`config.mk`:
```
export PLATFORM = sky130hd
export DESIGN_NAME = updown_counter_gen_flat
export DESIGN_NICKNAME = d
export VERILOG_FILES = /design/src/rtl/counter_pkg.sv /design/src/rtl/updown_counter_gen_if.sv /design/src/rtl/counter_next_calc.sv /design/src/rtl/updown_counter_gen.sv /design/src/flat_wrapper.sv
export SDC_FILE = /design/constraint.sdc
export NUM_CORES = 1
export LEC_CHECK = 0
export BUFFER_PORTS_ARGS = -buffer_cell sky130_fd_sc_hd__buf_2
export CAP_MARGIN = 20
export CORE_MARGIN = 2
export CORE_UTILIZATION = 30
export CTS_BUF_LIST = sky130_fd_sc_hd__clkbuf_8 sky130_fd_sc_hd__clkbuf_16
export CTS_CLUSTER_DIAMETER = 30
export DETAILED_ROUTE_END_ITERATION = 7
export SLEW_MARGIN = 20
export SYNTH_ARGS = -nofsm -noshare
export SYNTH_HDL_FRONTEND = slang
export SYNTH_HIERARCHICAL = 1
export SYNTH_SLANG_ARGS = --single-unit
```
`constraint.sdc`:
```
create_clock -name CLOCK -period 4.3 [get_ports CLOCK]
set_clock_uncertainty 0.1 [all_clocks]
set_input_delay 0.215 -clock CLOCK [delete_from_list [all_inputs] [get_ports CLOCK]]
set_output_delay 0.215 -clock CLOCK [all_outputs]
set_load 0.05 [all_outputs]
```
`src/rtl/counter_pkg.sv`:
```
// counter_pkg: shared encodings for the up/down counter's mode and direction controls.
package counter_pkg;
  localparam logic MODE_SAT  = 1'b0;
  localparam logic MODE_WRAP = 1'b1;
  localparam logic DIR_UP    = 1'b1;
  localparam logic DIR_DOWN  = 1'b0;
endpackage

```
`src/rtl/updown_counter_gen_if.sv`:
```
// updown_counter_gen_if: control, bound and status signals of the bounded up/down counter.
interface updown_counter_gen_if #(parameter int SIZE = 8, parameter int STEP_W = 4);
  logic              ENABLE;
  logic              CONTROL;
  logic              MODE;
  logic [STEP_W-1:0] STEP;
  logic [SIZE-1:0]   LOWER;
  logic [SIZE-1:0]   UPPER;
  logic              LOAD;
  logic [SIZE-1:0]   LOAD_VALUE;
  logic              CLR_FLAGS;
  logic [SIZE-1:0]   COUNT;
  logic              AT_MAX;
  logic              AT_MIN;
  logic              OVF;
  logic              UNF;
  logic              OVF_STICKY;
  logic              UNF_STICKY;
  logic              CFG_ERR;
  modport master (
    output ENABLE, CONTROL, MODE, STEP, LOWER, UPPER, LOAD, LOAD_VALUE, CLR_FLAGS,
    input  COUNT, AT_MAX, AT_MIN, OVF, UNF, OVF_STICKY, UNF_STICKY, CFG_ERR
  );
  modport slave (
    input  ENABLE, CONTROL, MODE, STEP, LOWER, UPPER, LOAD, LOAD_VALUE, CLR_FLAGS,
    output COUNT, AT_MAX, AT_MIN, OVF, UNF, OVF_STICKY, UNF_STICKY, CFG_ERR
  );
endinterface

```
`src/rtl/counter_next_calc.sv`:
```
// counter_next_calc: combinational next-count and overflow/underflow events for one bounded step.
module counter_next_calc import counter_pkg::*; #(
  parameter int SIZE   = 8,
  parameter int STEP_W = 4
) (
  input  logic [SIZE-1:0]   count_i,
  input  logic [STEP_W-1:0] step_i,
  input  logic [SIZE-1:0]   lower_i,
  input  logic [SIZE-1:0]   upper_i,
  input  logic              control_i,
  input  logic              mode_i,
  output logic [SIZE-1:0]   next_o,
  output logic              ovf_evt_o,
  output logic              unf_evt_o,
  output logic              out_of_range_o
);
  localparam int W = SIZE + 1;
  logic [W-1:0] sum, diff;
  logic oor_hi, oor_lo, up, hold, wrap, up_ok, dn_ok;
  // One extra bit keeps the carry/borrow so full-range bounds never alias.
  always_comb begin
    oor_hi         = count_i > upper_i;
    oor_lo         = count_i < lower_i;
    sum            = {1'b0, count_i} + W'(step_i);
    diff           = {1'b0, count_i} - W'(step_i);
    up             = control_i == DIR_UP;
    wrap           = mode_i == MODE_WRAP;
    hold           = step_i == '0;
    up_ok          = sum <= {1'b0, upper_i};
    dn_ok          = !diff[SIZE] && diff[SIZE-1:0] >= lower_i;
    out_of_range_o = oor_hi || oor_lo;
    ovf_evt_o      = !out_of_range_o && !hold && up && !up_ok;
    unf_evt_o      = !out_of_range_o && !hold && !up && !dn_ok;
    next_o         = oor_hi ? upper_i :
                     oor_lo ? lower_i :
                     hold   ? count_i :
                     up     ? (up_ok ? sum[SIZE-1:0] : (wrap ? lower_i : upper_i)) :
                              (dn_ok ? diff[SIZE-1:0] : (wrap ? upper_i : lower_i));
  end
endmodule

```
`src/rtl/updown_counter_gen.sv`:
```
// updown_counter_gen: bounded up/down counter with load, saturate/wrap modes and sticky flags.
module updown_counter_gen #(
  parameter int              SIZE      = 8,
  parameter int              STEP_W    = 4,
  parameter logic [SIZE-1:0] RESET_VAL = '0
) (
  input logic                 CLOCK,
  input logic                 RESET,
  updown_counter_gen_if.slave bus
);
  logic [SIZE-1:0] count_q, count_d, nxt, load_val;
  logic ovf_q, ovf_d, unf_q, unf_d, ovfs_q, ovfs_d, unfs_q, unfs_d;
  logic cfg_err, cnt_en, ovf_evt, unf_evt, oor;
  counter_next_calc #(.SIZE(SIZE), .STEP_W(STEP_W)) u_calc (
    .count_i        (count_q),
    .step_i         (bus.STEP),
    .lower_i        (bus.LOWER),
    .upper_i        (bus.UPPER),
    .control_i      (bus.CONTROL),
    .mode_i         (bus.MODE),
    .next_o         (nxt),
    .ovf_evt_o      (ovf_evt),
    .unf_evt_o      (unf_evt),
    .out_of_range_o (oor)
  );
  // With inverted bounds there is no valid range, so loads pass through unclamped.
  always_comb begin
    cfg_err  = bus.LOWER > bus.UPPER;
    load_val = cfg_err                     ? bus.LOAD_VALUE :
               bus.LOAD_VALUE > bus.UPPER  ? bus.UPPER :
               bus.LOAD_VALUE < bus.LOWER  ? bus.LOWER : bus.LOAD_VALUE;
    cnt_en   = !bus.LOAD && bus.ENABLE && !cfg_err;
    count_d  = bus.LOAD ? load_val : cnt_en ? nxt : count_q;
    ovf_d    = cnt_en && !oor && ovf_evt;
    unf_d    = cnt_en && !oor && unf_evt;
    ovfs_d   = ovf_d || (ovfs_q && !bus.CLR_FLAGS);
    unfs_d   = unf_d || (unfs_q && !bus.CLR_FLAGS);
  end
  always_ff @(posedge CLOCK or negedge RESET) begin
    if (!RESET) begin
      count_q <= RESET_VAL;
      ovf_q   <= 1'b0;
      unf_q   <= 1'b0;
      ovfs_q  <= 1'b0;
      unfs_q  <= 1'b0;
    end else begin
      count_q <= count_d;
      ovf_q   <= ovf_d;
      unf_q   <= unf_d;
      ovfs_q  <= ovfs_d;
      unfs_q  <= unfs_d;
    end
  end
  assign bus.COUNT      = count_q;
  assign bus.AT_MAX     = count_q == bus.UPPER;
  assign bus.AT_MIN     = count_q == bus.LOWER;
  assign bus.OVF        = ovf_q;
  assign bus.UNF        = unf_q;
  assign bus.OVF_STICKY = ovfs_q;
  assign bus.UNF_STICKY = unfs_q;
  assign bus.CFG_ERR    = cfg_err;
endmodule

```
`src/flat_wrapper.sv`:
```
// flat-port wrapper written by rule: the top's interface ports become plain ports
module updown_counter_gen_flat 
#(
  parameter int              SIZE      = 8,
  parameter int              STEP_W    = 4,
  parameter logic [SIZE-1:0] RESET_VAL = '0
)
  (CLOCK, RESET, bus_ENABLE, bus_CONTROL, bus_MODE, bus_STEP, bus_LOWER, bus_UPPER, bus_LOAD, bus_LOAD_VALUE, bus_CLR_FLAGS, bus_COUNT, bus_AT_MAX, bus_AT_MIN, bus_OVF, bus_UNF, bus_OVF_STICKY, bus_UNF_STICKY, bus_CFG_ERR);
  updown_counter_gen_if #(.SIZE(SIZE), .STEP_W(STEP_W)) bus_i ();
  input logic CLOCK;
  input logic RESET;
  input wire logic [$bits(bus_i.ENABLE)-1:0] bus_ENABLE;
  input wire logic [$bits(bus_i.CONTROL)-1:0] bus_CONTROL;
  input wire logic [$bits(bus_i.MODE)-1:0] bus_MODE;
  input wire logic [$bits(bus_i.STEP)-1:0] bus_STEP;
  input wire logic [$bits(bus_i.LOWER)-1:0] bus_LOWER;
  input wire logic [$bits(bus_i.UPPER)-1:0] bus_UPPER;
  input wire logic [$bits(bus_i.LOAD)-1:0] bus_LOAD;
  input wire logic [$bits(bus_i.LOAD_VALUE)-1:0] bus_LOAD_VALUE;
  input wire logic [$bits(bus_i.CLR_FLAGS)-1:0] bus_CLR_FLAGS;
  output wire logic [$bits(bus_i.COUNT)-1:0] bus_COUNT;
  output wire logic [$bits(bus_i.AT_MAX)-1:0] bus_AT_MAX;
  output wire logic [$bits(bus_i.AT_MIN)-1:0] bus_AT_MIN;
  output wire logic [$bits(bus_i.OVF)-1:0] bus_OVF;
  output wire logic [$bits(bus_i.UNF)-1:0] bus_UNF;
  output wire logic [$bits(bus_i.OVF_STICKY)-1:0] bus_OVF_STICKY;
  output wire logic [$bits(bus_i.UNF_STICKY)-1:0] bus_UNF_STICKY;
  output wire logic [$bits(bus_i.CFG_ERR)-1:0] bus_CFG_ERR;
  assign bus_i.ENABLE = bus_ENABLE;
  assign bus_i.CONTROL = bus_CONTROL;
  assign bus_i.MODE = bus_MODE;
  assign bus_i.STEP = bus_STEP;
  assign bus_i.LOWER = bus_LOWER;
  assign bus_i.UPPER = bus_UPPER;
  assign bus_i.LOAD = bus_LOAD;
  assign bus_i.LOAD_VALUE = bus_LOAD_VALUE;
  assign bus_i.CLR_FLAGS = bus_CLR_FLAGS;
  assign bus_COUNT = bus_i.COUNT;
  assign bus_AT_MAX = bus_i.AT_MAX;
  assign bus_AT_MIN = bus_i.AT_MIN;
  assign bus_OVF = bus_i.OVF;
  assign bus_UNF = bus_i.UNF;
  assign bus_OVF_STICKY = bus_i.OVF_STICKY;
  assign bus_UNF_STICKY = bus_i.UNF_STICKY;
  assign bus_CFG_ERR = bus_i.CFG_ERR;
  updown_counter_gen #(.SIZE(SIZE), .STEP_W(STEP_W), .RESET_VAL(RESET_VAL)) u_core (.CLOCK(CLOCK), .RESET(RESET), .bus(bus_i));
endmodule
```
==> results.json, run 1 <==
{
  "status": "complete, no violations",
  "hold_path_class": "input port to register",
  "min_period_ps": 4070,
  "die_w_microns": 109,
  "worst-setup-path-type": "register to register",
  "ant_nets": 0,
  "worst_slew_pin_slew_ps": 1020,
  "mostFrequentLayoutCell": "ha_1",
  "drt_wl_total_mm": 11.0,
  "synth-edff-count": 0,
  "ys_types": 66,
  "firstDrtPassIters": 5,
  "gp_congestion": 0.955,
  "fp.dieH_microns": 109,
  "final_area_sq_mm": 0.00383,
  "area_growth_pct": 16.1,
  "clockBufferDepth": 2,
  "grt_antenna_before_repair": 0,
  "grt_start_max_net_pins": 30,
  "grt-ovfl-total": 0,
  "ys.flop_type": "dfrtp_1",
  "cp_max_fo": 6,
  "cts_tree": "yes",
  "via_per_inst": 5.73,
  "syn_area_sq_mm": 0.00330,
  "initial_utilization_pct": 30.5,
  "dieArea_sq_mm": 0.0118,
  "num_antenna_cells": 0,
  "async_flop_share_pct": 100,
  "max_stage_delay_ps": 420,
  "finalSetupViolations": 0,
  "slew_viol_final": 0,
  "design.core.area_sq_mm": 0.0108,
  "ir_drop_v": 0.000158,
  "fin_crit_sh_pct": 94.6,
  "drv_cap": 0,
  "synth_seq_cells": 12,
  "syn_area_per_cell_sq_um": 7.93,
  "ys_seq_area_share_pct": 9.11,
  "finalSetupTns_ps": 0,
  "finalHoldViolCount": 0,
  "cts-root-buf": "clkbuf_8",
  "cp_data_arrival_time_ps": 4030,
  "end_kind": "register",
  "final_cell_mix": "ha_1, buf_2, inv_1, nor2_1, a21oi_1",
  "routed-via-count": 3497,
  "grt_pass1_wl_mm": 17.2,
  "p_leak_nw": 1.85,
  "fmax_mhz": 246,
  "power.total_mw": 1.65,
  "cp-start-kind": "register",
  "required_ps": 4260,
  "drive_gt1_share_pct": 18.1,
  "drtIter0Drc": 263,
  "rows": 38,
  "cts_sinks": 12,
  "placed_cells": 603,
  "clk_pin_slew_worst_paths_ps": 50,
  "synth_cells": 416,
  "drt-wirelength-per-cell_microns": 18.0,
  "drc_errors": 0,
  "cp_cell_sequence": "inv_1 -> ha_1 -> inv_1 -> fa_1 -> a21oi_1 -> nor2_1 -> o41ai_2 -> o21ai_1 -> ha_1 -> o21a_1 -> a21oi_2 -> o31ai_4 -> o31ai_4 -> mux2_1 -> o2111ai_1 -> o211ai_1 -> mux2i_1 -> o221ai_1",
  "cpMaxStageDelayCell": "dfrtp_1",
  "dpl_cell_area_sq_mm": 0.00372,
  "layout.cells.non_filler": 610,
  "relSlewSlack_pct": 31.8,
  "numCtsBuffers": 3,
  "nNetsFinal": 571,
  "p_per_area_mw_per_mm2": 432,
  "io_buffers": 49,
  "clk-insertion-delay-late_ps": 240,
  "grt_usage_pct": 18.4,
  "hpwlAfterDp_mm": 9.04,
  "yosysWarnings": 6,
  "ctsHtreeMaxLevel": 1,
  "synth_nets": 515,
  "grt_pass1_vias": 3403,
  "ios": 50
}
## final timing paths
path,start,endpoint,slack [ps],cells after the start
worst min register to register,u_core/bus.UNF_STICKY,u_core/bus.UNF_STICKY,380,1
max in group asynchronous,RESET,u_core/bus.COUNT[1],3530,2
worst max-delay path,u_core/bus.COUNT[0],u_core/bus.COUNT[1],230,18
worst min-delay path,bus_CLR_FLAGS,u_core/bus.UNF_STICKY,170,3
min in group asynchronous,RESET,u_core/bus.COUNT[5],300,2
worst max register to register,u_core/bus.COUNT[0],u_core/bus.COUNT[1],230,18
## stage by stage
stage | worst slack [ps] | util, % | hold WS, ps
2_1_floorplan | 101 | - | -181
3_3_place_gp | 128 | 34.5 | 38.2
3_5_place_dp | 98.7 | 34.5 | 36.5
4_1_cts | 42.2 | 35.0 | 166
5_1_grt | -6.85 | 35.5 | 195
6_report | 233 | 35.5 | 170
## power by group
group	internal, mW	switching [mW]	leakage, nW
sequential	0.135	0.0481	0.151
clock	0.0618	0.0451	0.0216
combinational	0.562	0.801	1.68
## metal layers
metal	vias up	track usage, %	share of wire (%)	wire [microns]
met5	-	0	0	0
met4	0	4.95	3.4	372
met3	23	1.97	5.6	619
met2	136	30.4	46	5070
met1	1674	25.6	45	4920
li1	1664	-	-	-
## cell usage after synthesis, drive strengths merged, types with 3 or more instances
library cell / n / area [sq um]
a21o: 6 / 45.0
nand2: 22 / 82.6
a22oi: 5 / 37.5
a2111oi: 3 / 32.5
dfrtp: 12 / 300
nor2b: 6 / 37.5
a211oi: 5 / 37.5
clkbuf: 8 / 30.0
mux2: 9 / 101
buf: 5 / 47.5
nand2b: 4 / 25.0
nand4: 12 / 75.1
o2111ai: 5 / 43.8
ha: 62 / 776
and3: 4 / 26.3
mux2i: 22 / 220
o21ai: 20 / 104
nor3: 7 / 35.0
o221ai: 7 / 61.3
xor2: 5 / 43.8
nand3: 9 / 45.0
xnor2: 21 / 184
o31ai: 3 / 36.3
a21oi: 28 / 144
o21a: 5 / 37.5
o211ai: 12 / 90.1
inv: 45 / 169
nor2: 30 / 115
## cell type report
class	count	area, sq um
Timing Repair Buffer	64	364
Fill cell	1154	6970
Inverter	45	169
Multi-Input combinational cell	346	2780
Tap cell	140	175
Sequential cell	12	302
Clock buffer	3	41.3
## flip-flops by register name (all words and copies together) (netlist names)
| register | flops |
|---|---|
| u_core/bus.UNF_STICKY | 1 |
| u_core/bus.COUNT | 8 |
| u_core/bus.UNF | 1 |
| u_core/bus.OVF_STICKY | 1 |
| u_core/bus.OVF | 1 |
## critical path, delay by kind of cell, from the launching register on
| family | cells | cell delay [ps] |
|---|---|---|
| AOI/OAI and AO/OA | 10 | 1620 |
| and+or+nand+nor | 1 | 140 |
| DFF | 1 | 420 |
| buffers and inverters | 2 | 160 |
| muxes | 2 | 540 |
| adders and majority gates | 3 | 910 |
## cells by family (layout without fill, tap and decap cells)
family,Yosys count,after routing,share of synthesized area (%)
fa+ha+maj,64,64,24.7
compound gates,121,121,26.2
mux,31,31,9.75
xor+xnor,26,26,6.91
buf+inv,58,112,7.48
simple gates,104,104,15.8
flops,12,12,9.11
## what timing repair did
item	in CTS	in global routing
buffers inserted	0	3
hold buffers	1	0
gates resized for setup	0	10
setup endpoints to repair	0	8
endpoints found under the hold margin	12	0
Power figures use the tool's default switching activity.
==> inputs of run 2 (changes only) <==
--- a/config.mk
+++ b/config.mk
@@ -13,4 +13,5 @@
 export CTS_CLUSTER_DIAMETER = 30
 export DETAILED_ROUTE_END_ITERATION = 7
+export HOLD_SLACK_MARGIN = 0.08
 export SLEW_MARGIN = 20
 export SYNTH_ARGS = -nofsm -noshare
==> constraint.sdc (replaced) <==
create_clock -name CLOCK -period 4.3 [get_ports CLOCK]
set_clock_uncertainty 0.1 [all_clocks]
set_input_delay 0 -clock CLOCK [delete_from_list [all_inputs] [get_ports CLOCK]]
set_output_delay 0 -clock CLOCK [all_outputs]
set_load 0.05 [all_outputs]
==> run 2 against run 1 <==
Net effect:
- routed wire length up 0.16%
- first-iteration DRC count up 3.0%
- flip-flop and latch count unchanged
- critical path depth shrank 3
- die area did not move
- via count fell by 0.51%
==> results.json, run 2 (synthesis gave the netlist of run 1 again) <==
{
  "status": "complete, no violations",
  "pwr-share-comb_pct": 81.4,
  "dieArea_sq_mm": 0.0118,
  "ant_nets": 0,
  "p_leak_nw": 1.89,
  "internal_power_mw": 0.777,
  "reg2reg_from": "u_core/bus.COUNT[0]",
  "end_kind": "register",
  "grt-ovfl-total": 0,
  "routed-via-count": 3479,
  "cp-start-kind": "register",
  "largest_reg_flops": 8,
  "fin_ws_ps": 106,
  "r2r_setup_slack_ps": 110,
  "num_antenna_cells": 0,
  "layout.cells.non_filler": 619,
  "grt_start_max_net_pins": 30,
  "min_period_ps": 4190,
  "cts_sinks": 12,
  "cts-root-buf": "clkbuf_8",
  "multi_input_area_sq_mm": 0.00278,
  "numCtsBuffers": 3,
  "relSlewSlack_pct": 15.6,
  "design.core.area_sq_mm": 0.0108,
  "fmax_mhz": 238,
  "startpoint": "u_core/bus.COUNT[0]",
  "cts_tree": "yes",
  "finalSetupViolations": 0,
  "finalHoldViolCount": 0,
  "clockBufferDepth": 2,
  "p_switching_mw": 0.889,
  "p_seq_share_pct": 10.9,
  "drc_errors": 0,
  "rows": 38,
  "hpwlAfterDp_mm": 8.94,
  "power.total_mw": 1.67,
  "clk-insertion-delay-late_ps": 240,
  "clk_pin_slew_worst_paths_ps": 60,
  "placed_cells": 603,
  "area_growth_pct": 18.9,
  "final_cell_mix": "ha_1, buf_2, inv_1, nor2_1, a21oi_1",
  "drtIter0Drc": 271,
  "gp_congestion": 0.957,
  "worstSetupEndpoint": "u_core/bus.COUNT[3]",
  "required_ps": 4320,
  "cp_data_arrival_time_ps": 4210,
  "worst_slew_pin_slew_ps": 1230,
  "switching_share_pct": 53.4,
  "worst-setup-path-type": "register to register",
  "via_per_inst": 5.62,
  "drt-wirelength-per-cell_microns": 17.8,
  "slew_viol_final": 0,
  "drt_wl_total_mm": 11.0,
  "drive_gt1_share_pct": 18.2,
  "ios": 50,
  "fillers": 1129,
  "ir_drop_v": 0.000153,
  "hold_path_class": "input port to async pin",
  "io_buffers": 49,
  "cp_max_fo": 9,
  "place_ws_ps": 49.9,
  "fp.dieH_microns": 109,
  "nNetsFinal": 579,
  "die_w_microns": 109,
  "fin_crit_sh_pct": 97.5,
  "p_per_area_mw_per_mm2": 425,
  "initial_utilization_pct": 30.5,
  "firstDrtPassIters": 7,
  "grt_pass1_vias": 3383,
  "grt_antenna_before_repair": 0,
  "timing.rr.end": "u_core/bus.COUNT[3]",
  "drv_cap": 0,
  "rr_worst_depth": 15,
  "mostFrequentLayoutCell": "ha_1",
  "grt_pass1_wl_mm": 17.1,
  "grt_usage_pct": 18.5,
  "regArea_sq_um": 302,
  "p_clk_share_pct": 7.6,
  "ctsHtreeMaxLevel": 1
}
## run 2: stage by stage
step / util [%] / setup TNS [ps] / cell area [sq um] / hold WS (ps)
after CTS: 35.9 / 0 / 3870 / 87.4
final: 36.3 / 0 / 3920 / 77.7
after floorplan: - / 0 / 3300 / -396
after detailed placement: 34.5 / 0 / 3720 / -180
after global routing: 36.3 / -58.3 / 3920 / 102
after global placement: 34.5 / 0 / 3720 / -189
## run 2: worst min-delay path by stage
stage,from,endpoint,slack [ps],cells past startpoint
final,RESET,u_core/bus.COUNT[0],80,2
after floorplan,RESET,u_core/bus.COUNT[0],-400,0
after CTS,RESET,u_core/bus.COUNT[0],90,2
after global placement,RESET,u_core/bus.OVF_STICKY,-190,1
after detailed placement,RESET,u_core/bus.COUNT[0],-180,1
after global routing,bus_LOAD,u_core/bus.COUNT[3],100,2
## run 2: power groups by stage
stage / Combinational (mW) / Clock, mW / Sequential (mW)
after floorplan: 0.840 / 0 / 0.266
after global placement: 1.24 / 0 / 0.182
after detailed placement: 1.26 / 0 / 0.182
after CTS: 1.28 / 0.131 / 0.181
after global routing: 1.48 / 0.135 / 0.188
final: 1.36 / 0.127 / 0.182
## run 2: repair_timing
| item | 4_1_cts | 5_1_grt |
|---|---|---|
| pin swaps | 0 | 1 |
| cloned | 0 | 0 |
| hold buffers | 9 | 0 |
| gates resized for setup | 1 | 6 |
| buffers inserted | 0 | 3 |
| endpoints found under the setup margin | 1 | 5 |
| hold endpoints to repair | 21 | 0 |
## run 2: critical path: stages, from the launching register on
cell       delay, ps
dfrtp_1          420
inv_1            110
ha_1             170
inv_1             50
fa_1             400
xor2_1           200
ha_1             210
a2111oi_0       1030
o31ai_4          110
o31ai_4          200
buf_4            210
mux2i_1          190
mux2i_1           90
a21bo_1          180
mux2_2           260
a2bb2oi_1        130
## run 2: metal layers
metal  GRT usage (%)  vias up  wire (microns)
met2            31.9      128            5240
met5               0        -               0
met1            25.1     1656            5000
li1                -     1679               -
met3            1.61       16             585
met4            3.85        0             172
## run 2: final cells by class
type / count / share of cell area [%]
Multi-Input combinational cell: 346 / 70.9
Timing Repair Buffer: 72 / 11.2
Sequential cell: 12 / 7.69
Tap cell: 140 / 4.47
Inverter: 45 / 4.31
Clock buffer: 4 / 1.40
